**src/rtl/divu_seq.sv**
```systemverilog
// divu_seq: multi-cycle radix-2 restoring unsigned divider that owns the
// HI/LO register pair. It serves mfhi/mflo reads and stalls the pipeline
// front for dependent instructions while a divide is in flight.
module divu_seq #(
  parameter int WIDTH = 32,
  parameter int CW    = 6
) (
  input  logic             clk,
  input  logic             rst_n,
  input  logic             start,
  input  logic [WIDTH-1:0] dividend,
  input  logic [WIDTH-1:0] divisor,
  input  logic [1:0]       alusel,
  output logic             busy,
  output logic             stall,
  output logic             done,
  output logic [WIDTH-1:0] hi,
  output logic [WIDTH-1:0] lo,
  output logic [WIDTH-1:0] hilo_out
);

  typedef enum logic [1:0] {
    ST_IDLE = 2'd0,
    ST_RUN  = 2'd1,
    ST_DONE = 2'd2
  } state_t;

  state_t           state_r, state_s;
  logic [CW-1:0]    cnt_r, cnt_s;
  // The partial remainder is architecturally WIDTH+1 bits wide. After every
  // restore/subtract step its top bit is zero, so only the low WIDTH bits
  // are kept. The trial subtraction below is still done WIDTH+1 bits wide.
  logic [WIDTH-1:0] rem_r, rem_s;
  logic [WIDTH-1:0] q_r, q_s;
  logic [WIDTH-1:0] dvs_r, dvs_s;
  logic [WIDTH-1:0] hi_r, hi_s;
  logic [WIDTH-1:0] lo_r, lo_s;
  logic             busy_r, busy_s;
  logic             done_r, done_s;

  logic [WIDTH:0]   trial_s;
  logic [WIDTH-1:0] shifted_s;
  logic [WIDTH-1:0] rem_step_s;
  logic [WIDTH-1:0] q_step_s;
  logic             last_s;

  // One restoring-division iteration: shift in the next dividend bit and
  // try to subtract the divisor.
  always_comb begin
    trial_s    = {rem_r, q_r[WIDTH-1]} - {1'b0, dvs_r};
    shifted_s  = {rem_r[WIDTH-2:0], q_r[WIDTH-1]};
    if (trial_s[WIDTH] == 1'b0) begin
      rem_step_s = trial_s[WIDTH-1:0];
    end else begin
      rem_step_s = shifted_s;
    end
    q_step_s   = {q_r[WIDTH-2:0], ~trial_s[WIDTH]};
    last_s     = (cnt_r == CW'(WIDTH - 1));
  end

  // Next-state and datapath update logic for the sequencer.
  always_comb begin
    state_s = state_r;
    cnt_s   = cnt_r;
    rem_s   = rem_r;
    q_s     = q_r;
    dvs_s   = dvs_r;
    hi_s    = hi_r;
    lo_s    = lo_r;
    case (state_r)
      ST_IDLE, ST_DONE: begin
        if (start) begin
          if (divisor != {WIDTH{1'b0}}) begin
            dvs_s   = divisor;
            q_s     = dividend;
            rem_s   = {WIDTH{1'b0}};
            cnt_s   = {CW{1'b0}};
            state_s = ST_RUN;
          end else begin
            // Divide by zero commits immediately without iterating.
            lo_s    = {WIDTH{1'b1}};
            hi_s    = dividend;
            state_s = ST_DONE;
          end
        end else begin
          state_s = ST_IDLE;
        end
      end
      ST_RUN: begin
        rem_s = rem_step_s;
        q_s   = q_step_s;
        cnt_s = cnt_r + CW'(1);
        if (last_s) begin
          lo_s    = q_step_s;
          hi_s    = rem_step_s;
          state_s = ST_DONE;
        end else begin
          state_s = ST_RUN;
        end
      end
      default: begin
        state_s = ST_IDLE;
      end
    endcase
    busy_s = (state_s == ST_RUN);
    done_s = (state_s == ST_DONE);
  end

  // State and datapath registers with synchronous active-low reset.
  always_ff @(posedge clk) begin
    if (!rst_n) begin
      state_r <= ST_IDLE;
      cnt_r   <= {CW{1'b0}};
      rem_r   <= {WIDTH{1'b0}};
      q_r     <= {WIDTH{1'b0}};
      dvs_r   <= {WIDTH{1'b0}};
      hi_r    <= {WIDTH{1'b0}};
      lo_r    <= {WIDTH{1'b0}};
      busy_r  <= 1'b0;
      done_r  <= 1'b0;
    end else begin
      state_r <= state_s;
      cnt_r   <= cnt_s;
      rem_r   <= rem_s;
      q_r     <= q_s;
      dvs_r   <= dvs_s;
      hi_r    <= hi_s;
      lo_r    <= lo_s;
      busy_r  <= busy_s;
      done_r  <= done_s;
    end
  end

  // Combinational stall and HI/LO read port.
  always_comb begin
    stall = busy_r & (start | (alusel == 2'd0) | (alusel == 2'd1));
    case (alusel)
      2'd0:    hilo_out = hi_r;
      2'd1:    hilo_out = lo_r;
      default: hilo_out = {WIDTH{1'b0}};
    endcase
  end

  assign busy = busy_r;
  assign done = done_r;
  assign hi   = hi_r;
  assign lo   = lo_r;

endmodule
```
**config.mk**
```make
export PLATFORM = sky130hd
export DESIGN_NAME = divu_seq
export DESIGN_NICKNAME = d
export VERILOG_FILES = /design/src/rtl/divu_seq.sv
export SDC_FILE = /design/constraint.sdc
export NUM_CORES = 1
export LEC_CHECK = 0
export ABC_AREA = 1
export BUFFER_PORTS_ARGS = -buffer_cell sky130_fd_sc_hd__buf_2
export CORE_MARGIN = 2
export CORE_UTILIZATION = 40
export DETAILED_ROUTE_END_ITERATION = 10
export HOLD_SLACK_MARGIN = 0.12
export PLACE_DENSITY_LB_ADDON = 0.15
export REMOVE_ABC_BUFFERS = 1
export SLEW_MARGIN = 20
export SYNTH_ARGS = -nofsm -noshare
export SYNTH_HDL_FRONTEND = slang
export SYNTH_SLANG_ARGS = --single-unit
```
**constraint.sdc**
```tcl
create_clock -name clk -period 2 [get_ports clk]
set_clock_uncertainty 0.05 [all_clocks]
set_input_delay 0.2 -clock clk [delete_from_list [all_inputs] [get_ports clk]]
set_output_delay 0.2 -clock clk [all_outputs]
set_load 0.05 [all_outputs]
```
==> results of run 1 <==
-- worst max-delay path by stage --
stage | startpoint | to | slack, ns | cells after the start
3_3_place_gp | dvs_r[0] | rem_r[26] | -0.41 | 16
6_report | dvs_r[23] | rem_r[5] | -0.29 | 17
5_1_grt | dvs_r[23] | rem_r[5] | -0.41 | 17
4_1_cts | q_r[31] | rem_r[9] | -0.28 | 18
3_5_place_dp | dvs_r[0] | rem_r[25] | -0.45 | 16
2_1_floorplan | state_r[0] | q_r[10] | -3.84 | 7
-- per-stage QoR --
step                      cell area (um^2)  util (%)  setup slack, ns
after floorplan                      10700         -            -3.84
after global placement               13800      49.9           -0.409
after detailed placement             13800      49.9           -0.446
after CTS                            15500      56.1           -0.285
after global routing                 16100      58.2           -0.414
final                                16100      58.2           -0.293
-- timing repair --
action / 4_1_cts / 5_1_grt
hold endpoints to repair: 58 / 0
pin swaps: 21 / 27
hold buffers: 54 / 0
setup endpoints to repair: 66 / 78
buffers inserted: 9 / 6
gates cloned: 8 / 2
resized for setup: 74 / 91
-- flip-flops by register name, summed over array words and instances, names as in the netlist --
register and cells:
q_r 32, dvs_r 32, busy 1, rem_r 32, hi 32, state_r 2
done 1, cnt_r 6, lo 32
-- worst max-delay path, cell delays in order, from the launching register on --
cell and delay (ns):
dfxtp_1 0.31, inv_1 0.05, ha_1 0.33, nand2_2 0.12, inv_2 0.04, nand2_1 0.05
nand2_1 0.07, inv_2 0.06, nand2_2 0.07, a21oi_4 0.17, buf_12 0.14, nand3_4 0.09
buf_12 0.18, nand2_8 0.16, nand3_2 0.12, nand3_2 0.11, nand2_1 0.06, inv_1 0.05
-- cell usage in the layout, fill, tap and decap left out, drive strengths merged, types with 5 or more instances in the layout --
master         n
nor3           8
dfxtp        170
nand4          9
a21oi         88
ha            33
nand2        385
inv          417
o21ai        163
nor2          88
dlygate4sd3   54
and2           5
buf          400
clkinv         8
nand3        256
clkbuf        19
o211ai        32
xor2          15
-- where the power goes --
group          switching [W]  internal [W]
clock network        0.00169       0.00167
registers          0.0000927       0.00357
logic                0.00317       0.00208
total                0.00495       0.00732
-- cell type report --
cell class,count,area [um^2],area share (%)
Multi-Input combinational cell,1095,6710,41.6
Sequential cell,170,3410,21.2
Timing Repair Buffer,456,3400,21.1
Inverter,411,1550,9.60
Tap cell,378,473,2.93
Clock buffer,17,425,2.64
Clock inverter,15,150,0.931
-- layer usage --
metal | vias to the layer above | track usage, % | share of wire (%)
met5 | - | 0 | 0
met4 | 0 | 5.20 | 1.6
met3 | 36 | 3.38 | 3.2
met2 | 236 | 44.6 | 48
met1 | 5564 | 34.4 | 47
li1 | 6275 | - | -
-- cells by family after synthesis --
family          count (synthesis)  share of synthesized area [%]
flops                         170                           30.3
compound gates                288                           13.9
fa+ha+maj                      34                           3.86
simple gates                  750                           32.4
xor+xnor                       15                           1.17
buf+inv                       496                           18.3
==> results.yml, run 1 <==
worst_hold_path:
  min_from: "divisor[12]"
  hp-class: "in2reg"
  min_path_cells: 4
  min_to: "dvs_r[12]"
synth:
  synth.most_common_cell: "inv_1"
  yosys_warnings: 0
  synth_cell_type_count: 40
  syn_avg_cell_area_um2: 6.40
  syn_area_um2: 11200
  synthFlopType: "dfxtp_1"
  synth_edf_count: 0
  synth_common_cells: "inv_1, nand2_1, nand3_1, dfxtp_1, o21ai_0"
  synthArstFlopShare_pct: 0
  synth_cells: 1753
  netlist.area_leader.share_pct: 30.3
  synth_top_area_cell: "dfxtp_1"
  synth_seq_cells: 170
  synthTopCellsByArea: "dfxtp_1, inv_1, nand2_1, nand3_1, o21ai_0"
  ys_seq_area_share_pct: 30.3
sta:
  period_minus_slack_ns: 2.29
  tns_ns: -16.29
  setup_viol: 66
  postLayoutSetupSlackWorst_ns: -0.293
  timing.fmax_mhz: 436
  period_share_pct: 115
  rsz0062_at_grt: "yes"
  finalMaxSlewViolations: 0
  slew_headroom_pct: 50.1
  hold_violations: 0
  worst_pin_slew_ns: 0.748
  hold_ws_ns: 0.129
power_and_ir_drop:
  p_leak_nw: 8.73
  irDropWorstVdd_v: 0.000588
  finalPower_w: 0.0123
  power.density_nw_per_um2: 761
detailed_routing:
  drtIter0Drc: 572
  vias_per_cell: 4.76
  drc: 0
  via_count: 12111
  drtAntennaViolNets: 0
  wl_per_cell_um: 15.4
  firstDrtPassIters: 5
  wirelength_mm: 39.2
placed_design:
  place_hpwl_mm: 26.0
  gp_congestion: 0.914
  portBuffers: 167
  dp.cells: 2431
final_layout:
  fillers: 2697
  stdcell_count: 2542
  nets: 2254
  syn_to_final_growth_pct: 43.8
  layout-drive-gt1-share_pct: 31.1
  antennaDiodeCount: 0
clock_network:
  numClockSinks: 170
  cts_tree: "done"
  clk_latency_ns: 0.44
  clkSlewWorstSetupHoldPaths_ns: 0.08
  htree_levels: 4
  cts-root-buf: "clkbuf_16"
  cts_buffers: 17
  cts_buffer_depth: 2
global_routing:
  grt_usage_pct: 25.8
  grt_start_max_net_pins: 92
  antenna_found_initial: 0
  grt_pass1_vias: 11080
  grt-ovfl-total: 0
  grt_pass1_wl_mm: 58.8
setup_path:
  r2r_end: "rem_r[5]"
  end_kind: "register"
  r2r_cells: 17
  r2r_slack_ns: -0.29
  cp.arrival_ns: 2.62
  cp_max_fo: 8
  required_ns: 2.33
  crit_type: "reg2reg"
  r2r_start: "dvs_r[23]"
  cp-start-kind: "register"
floorplan:
  io_pins: 168
  die_y_um: 171
  initial_core_util_pct: 40.5
  die_x_um: 171
  rows: 61
  core_um2: 27700
  die-area_um2: 29400
job:
  cap_violations: 0
run_status:
  status: "finished with violations"
  violations: "setup timing"
Power figures use the tool's default switching activity.
==> inputs of run 2 (changes only) <==
clock period = 2.4 ns   (was 2 ns; I/O delays follow)
==> results.yml, run 2 (synthesized netlist as in run 1, its figures left out) <==
placed_design:
  post-place-ws_ns: -0.0523
  gp_congestion: 0.883
  place_hpwl_mm: 24.9
  portBuffers: 167
  placed_area_um2: 12700
sta:
  worst_pin_slew_ns: 0.786
  timing.fmax_mhz: 423
  hold_ws_ns: 0.134
  period_share_pct: 98.4
  slew_headroom_pct: 47.6
  setup_viol: 0
  hold_violations: 0
  rsz0062_at_grt: "yes"
  period_minus_slack_ns: 2.36
  finalMaxSlewViolations: 0
  postLayoutSetupSlackWorst_ns: 0.0378
clock_network:
  cts-root-buf: "clkbuf_16"
  cts_tree: "done"
  clkSlewWorstSetupHoldPaths_ns: 0.08
  cts_buffers: 17
  numClockSinks: 170
  htree_levels: 4
  cts_buffer_depth: 2
  clk_latency_ns: 0.45
final_layout:
  final_common_cell: "inv_1"
  antennaDiodeCount: 0
  syn_to_final_growth_pct: 28.0
  fillers: 2918
  nets: 2073
  layout-drive-gt1-share_pct: 23.9
  finalInstanceArea_um2: 14400
  final_cell_mix: "inv_1, nand2_1, dfxtp_1"
floorplan:
  rows: 61
  core_um2: 27700
  die_y_um: 171
  io_pins: 168
  die-area_um2: 29400
  die_x_um: 171
  initial_core_util_pct: 40.5
power_and_ir_drop:
  p_leak_nw: 7.81
  irDropWorstVdd_v: 0.000399
  power.density_nw_per_um2: 654
  finalPower_w: 0.00938
worst_hold_path:
  min_to: "hi[30]"
  min_path_cells: 7
  min_from: "dividend[30]"
  hp-class: "in2reg"
setup_path:
  r2r_start: "q_r[31]"
  crit_type: "reg2reg"
  cp-start-kind: "register"
  required_ns: 2.68
  r2r_end: "rem_r[12]"
  r2r_slack_ns: 0.04
  cp_max_fo: 8
  cp.arrival_ns: 2.65
  r2r_cells: 19
  end_kind: "register"
detailed_routing:
  drc: 0
  wl_per_cell_um: 15.2
  vias_per_cell: 4.82
  wirelength_mm: 35.8
  firstDrtPassIters: 5
  drtAntennaViolNets: 0
  drtIter0Drc: 650
  via_count: 11370
global_routing:
  grt_start_max_net_pins: 94
  grt_pass1_wl_mm: 54.8
  grt-ovfl-total: 0
  antenna_found_initial: 0
  grt_pass1_vias: 10456
  grt_usage_pct: 23.8
job:
  cap_violations: 0
run_status:
  status: "completed"
-- run 2: area by class of cell --
class	count	area [um^2]	share of cell area [%]
multi-input cells	1090	6340	44.2
clock buffers	19	453	3.16
clock inverters	11	111	0.776
flip-flops and latches	170	3410	23.7
well taps	378	473	3.29
repair buffers	280	2020	14.1
inverters	411	1550	10.8
-- run 2: per-stage QoR --
step                      setup TNS, ns  std cells  utilization [%]
final                                 0       2359             51.8
after global routing              -4.44       2359             51.8
after CTS                             0       2349             49.4
after detailed placement         -0.418       2285             46.0
after global placement          -0.0536       2285             46.0
after floorplan                 -414.61       1668                -
-- run 2: per-layer routing --
metal	part of all wire, %	vias to the layer above	routed length, um	track usage, %
met3	2.8	30	1000	2.92
met4	1.7	0	608	6.67
li1	-	5909	-	-
met5	0	-	0	0
met1	48	5245	17200	32.1
met2	47	186	17000	40.1
-- run 2: critical path, cell delays in order (launching register included) --
cell and delay [ns]:
dfxtp_2 0.32, inv_2 0.06, ha_4 0.13, inv_4 0.03, fa_2 0.37, nand2_2 0.07
nand2_2 0.07, nand3_2 0.08, nand2_4 0.07, nand2_4 0.07, nand2_4 0.05, nand2_4 0.11
nand2_4 0.09, nand2_4 0.11, nand2_8 0.10, clkbuf_16 0.21, nand3_4 0.08, nand3_2 0.08
nand2_1 0.06, inv_1 0.04
-- run 2: how the worst max path moves through the flow --
stage / startpoint / end / slack [ns] / cells after the start
3_5_place_dp: q_r[31] / hi[26] / -0.05 / 17
2_1_floorplan: state_r[0] / q_r[10] / -3.44 / 7
6_report: q_r[31] / rem_r[12] / 0.04 / 19
3_3_place_gp: q_r[31] / rem_r[25] / -0.02 / 17
5_1_grt: q_r[31] / rem_r[12] / -0.1 / 19
4_1_cts: divisor[6] / dvs_r[15] / 0.01 / 13
-- run 2: what timing repair did --
item	CTS	global route
hold buffers	31	0
endpoints found under the hold margin	35	0
setup buffers	0	6
pin swaps	2	43
gates cloned	3	4
setup endpoints to repair	65	163
gates resized for setup	5	102
-- run 2: power by group --
part | internal, W | switching, W
clock | 0.00149 | 0.00129
sequential | 0.00297 | 0.0000824
combinational | 0.00125 | 0.00230
total | 0.00572 | 0.00367
==> inputs of run 3 (changes only) <==
RECOVER_POWER = 50   (was unset)
==> results.yml, run 3 (synthesized netlist as in run 1, its figures left out) <==
placed_design:
  dp.cells: 2285
  place_hpwl_mm: 24.9
  placed_area_um2: 12700
  portBuffers: 167
  post-place-ws_ns: -0.0523
  gp_congestion: 0.883
sta:
  period_minus_slack_ns: 2.35
  finalMaxSlewViolations: 0
  rsz0062_at_grt: "yes"
  setup_viol: 0
  hold_violations: 0
  slew_headroom_pct: 48.6
  timing.fmax_mhz: 425
  hold_ws_ns: 0.135
  period_share_pct: 98.1
  postLayoutSetupSlackWorst_ns: 0.0464
  worst_pin_slew_ns: 0.772
job:
  cap_violations: 0
final_layout:
  final_common_cell: "inv_1"
  fin_util_pct: 51.3
  syn_to_final_growth_pct: 26.8
  stdcell_count: 2359
  layout-drive-gt1-share_pct: 18.8
  finalInstanceArea_um2: 14200
  antennaDiodeCount: 0
  final_cell_mix: "inv_1, nand2_1, dfxtp_1"
  nets: 2073
setup_path:
  r2r_end: "rem_r[12]"
  required_ns: 2.68
  crit_type: "reg2reg"
  cp-start-kind: "register"
  r2r_start: "q_r[31]"
  r2r_cells: 19
  r2r_slack_ns: 0.05
  cp.arrival_ns: 2.64
  end_kind: "register"
  cp_max_fo: 8
floorplan:
  die-area_um2: 29400
  core_um2: 27700
  die_y_um: 171
  die_x_um: 171
  rows: 61
  io_pins: 168
  initial_core_util_pct: 40.5
worst_hold_path:
  min_path_cells: 7
  min_from: "dividend[30]"
  hp-class: "in2reg"
  min_to: "hi[30]"
clock_network:
  numClockSinks: 170
  cts-root-buf: "clkbuf_16"
  htree_levels: 4
  clk_latency_ns: 0.45
  cts_buffer_depth: 2
  cts_tree: "done"
  cts_buffers: 17
  clkSlewWorstSetupHoldPaths_ns: 0.08
global_routing:
  grt_usage_pct: 23.8
  grt_pass1_vias: 10456
  grt_start_max_net_pins: 94
  grt-ovfl-total: 0
  grt_pass1_wl_mm: 54.8
  antenna_found_initial: 0
power_and_ir_drop:
  p_leak_nw: 7.36
  irDropWorstVdd_v: 0.000397
  power.density_nw_per_um2: 659
detailed_routing:
  drc: 0
  wirelength_mm: 35.8
  wl_per_cell_um: 15.2
  drtIter0Drc: 612
  via_count: 11394
  firstDrtPassIters: 6
  vias_per_cell: 4.83
  drtAntennaViolNets: 0
run_status:
  status: "completed"
## run 3: final cells by class
cell class	instances	area, um^2
Tap cell	378	473
Timing Repair Buffer	280	1890
Clock inverter	11	111
Clock buffer	19	453
Fill cell	2961	13500
Inverter	411	1550
Multi-Input combinational cell	1090	6340
Sequential cell	170	3410
## run 3: critical path, cell delays in order (launching register included)
cell       delay, ns
dfxtp_2         0.32
inv_2           0.06
ha_4            0.13
inv_4           0.03
fa_2            0.37
nand2_2         0.07
nand2_2         0.07
nand3_2         0.08
nand2_4         0.07
nand2_4         0.07
nand2_4         0.05
nand2_4         0.11
nand2_4         0.09
nand2_4         0.11
nand2_8         0.10
clkbuf_16       0.21
nand3_4         0.08
nand3_2         0.08
nand2_1         0.06
inv_1           0.04
## run 3: per-layer routing
layer	global-route usage [%]	wire (um)	vias to the layer above
li1	-	-	5908
met1	32.1	17100	5246
met2	40.1	17000	207
met3	2.92	1110	33
met4	6.67	627	0
met5	0	0	-
## run 3: worst max-delay path by stage
stage / start / end / slack, ns
after floorplan: state_r[0] / q_r[10] / -3.44
after global placement: q_r[31] / rem_r[25] / -0.02
after detailed placement: q_r[31] / hi[26] / -0.05
after CTS: divisor[6] / dvs_r[15] / 0.01
after global routing: q_r[31] / rem_r[12] / -0.1
final: q_r[31] / rem_r[12] / 0.05
## run 3: metrics by stage
stage,TNS [ns],total power [W]
global route,-5.06,0.00992
floorplan,-414.61,0.00502
CTS,0,0.00904
finish,0,0.00938
global placement,-0.0536,0.00610
detailed placement,-0.418,0.00611
## run 3: where the power goes
group | total, W | internal (W) | switching [W]
clock | 0.00278 | 0.00149 | 0.00128
sequential | 0.00306 | 0.00297 | 0.0000824
combinational | 0.00355 | 0.00125 | 0.00230
total | 0.00938 | 0.00572 | 0.00366
## run 3: what timing repair did
| action | 4_1_cts | 5_1_grt |
|---|---|---|
| pin swaps | 2 | 43 |
| gates resized for setup | 5 | 102 |
| endpoints found under the hold margin | 35 | 0 |
| endpoints found under the setup margin | 65 | 163 |
| cloned | 3 | 4 |
| hold buffers | 31 | 0 |
| setup buffers | 0 | 6 |
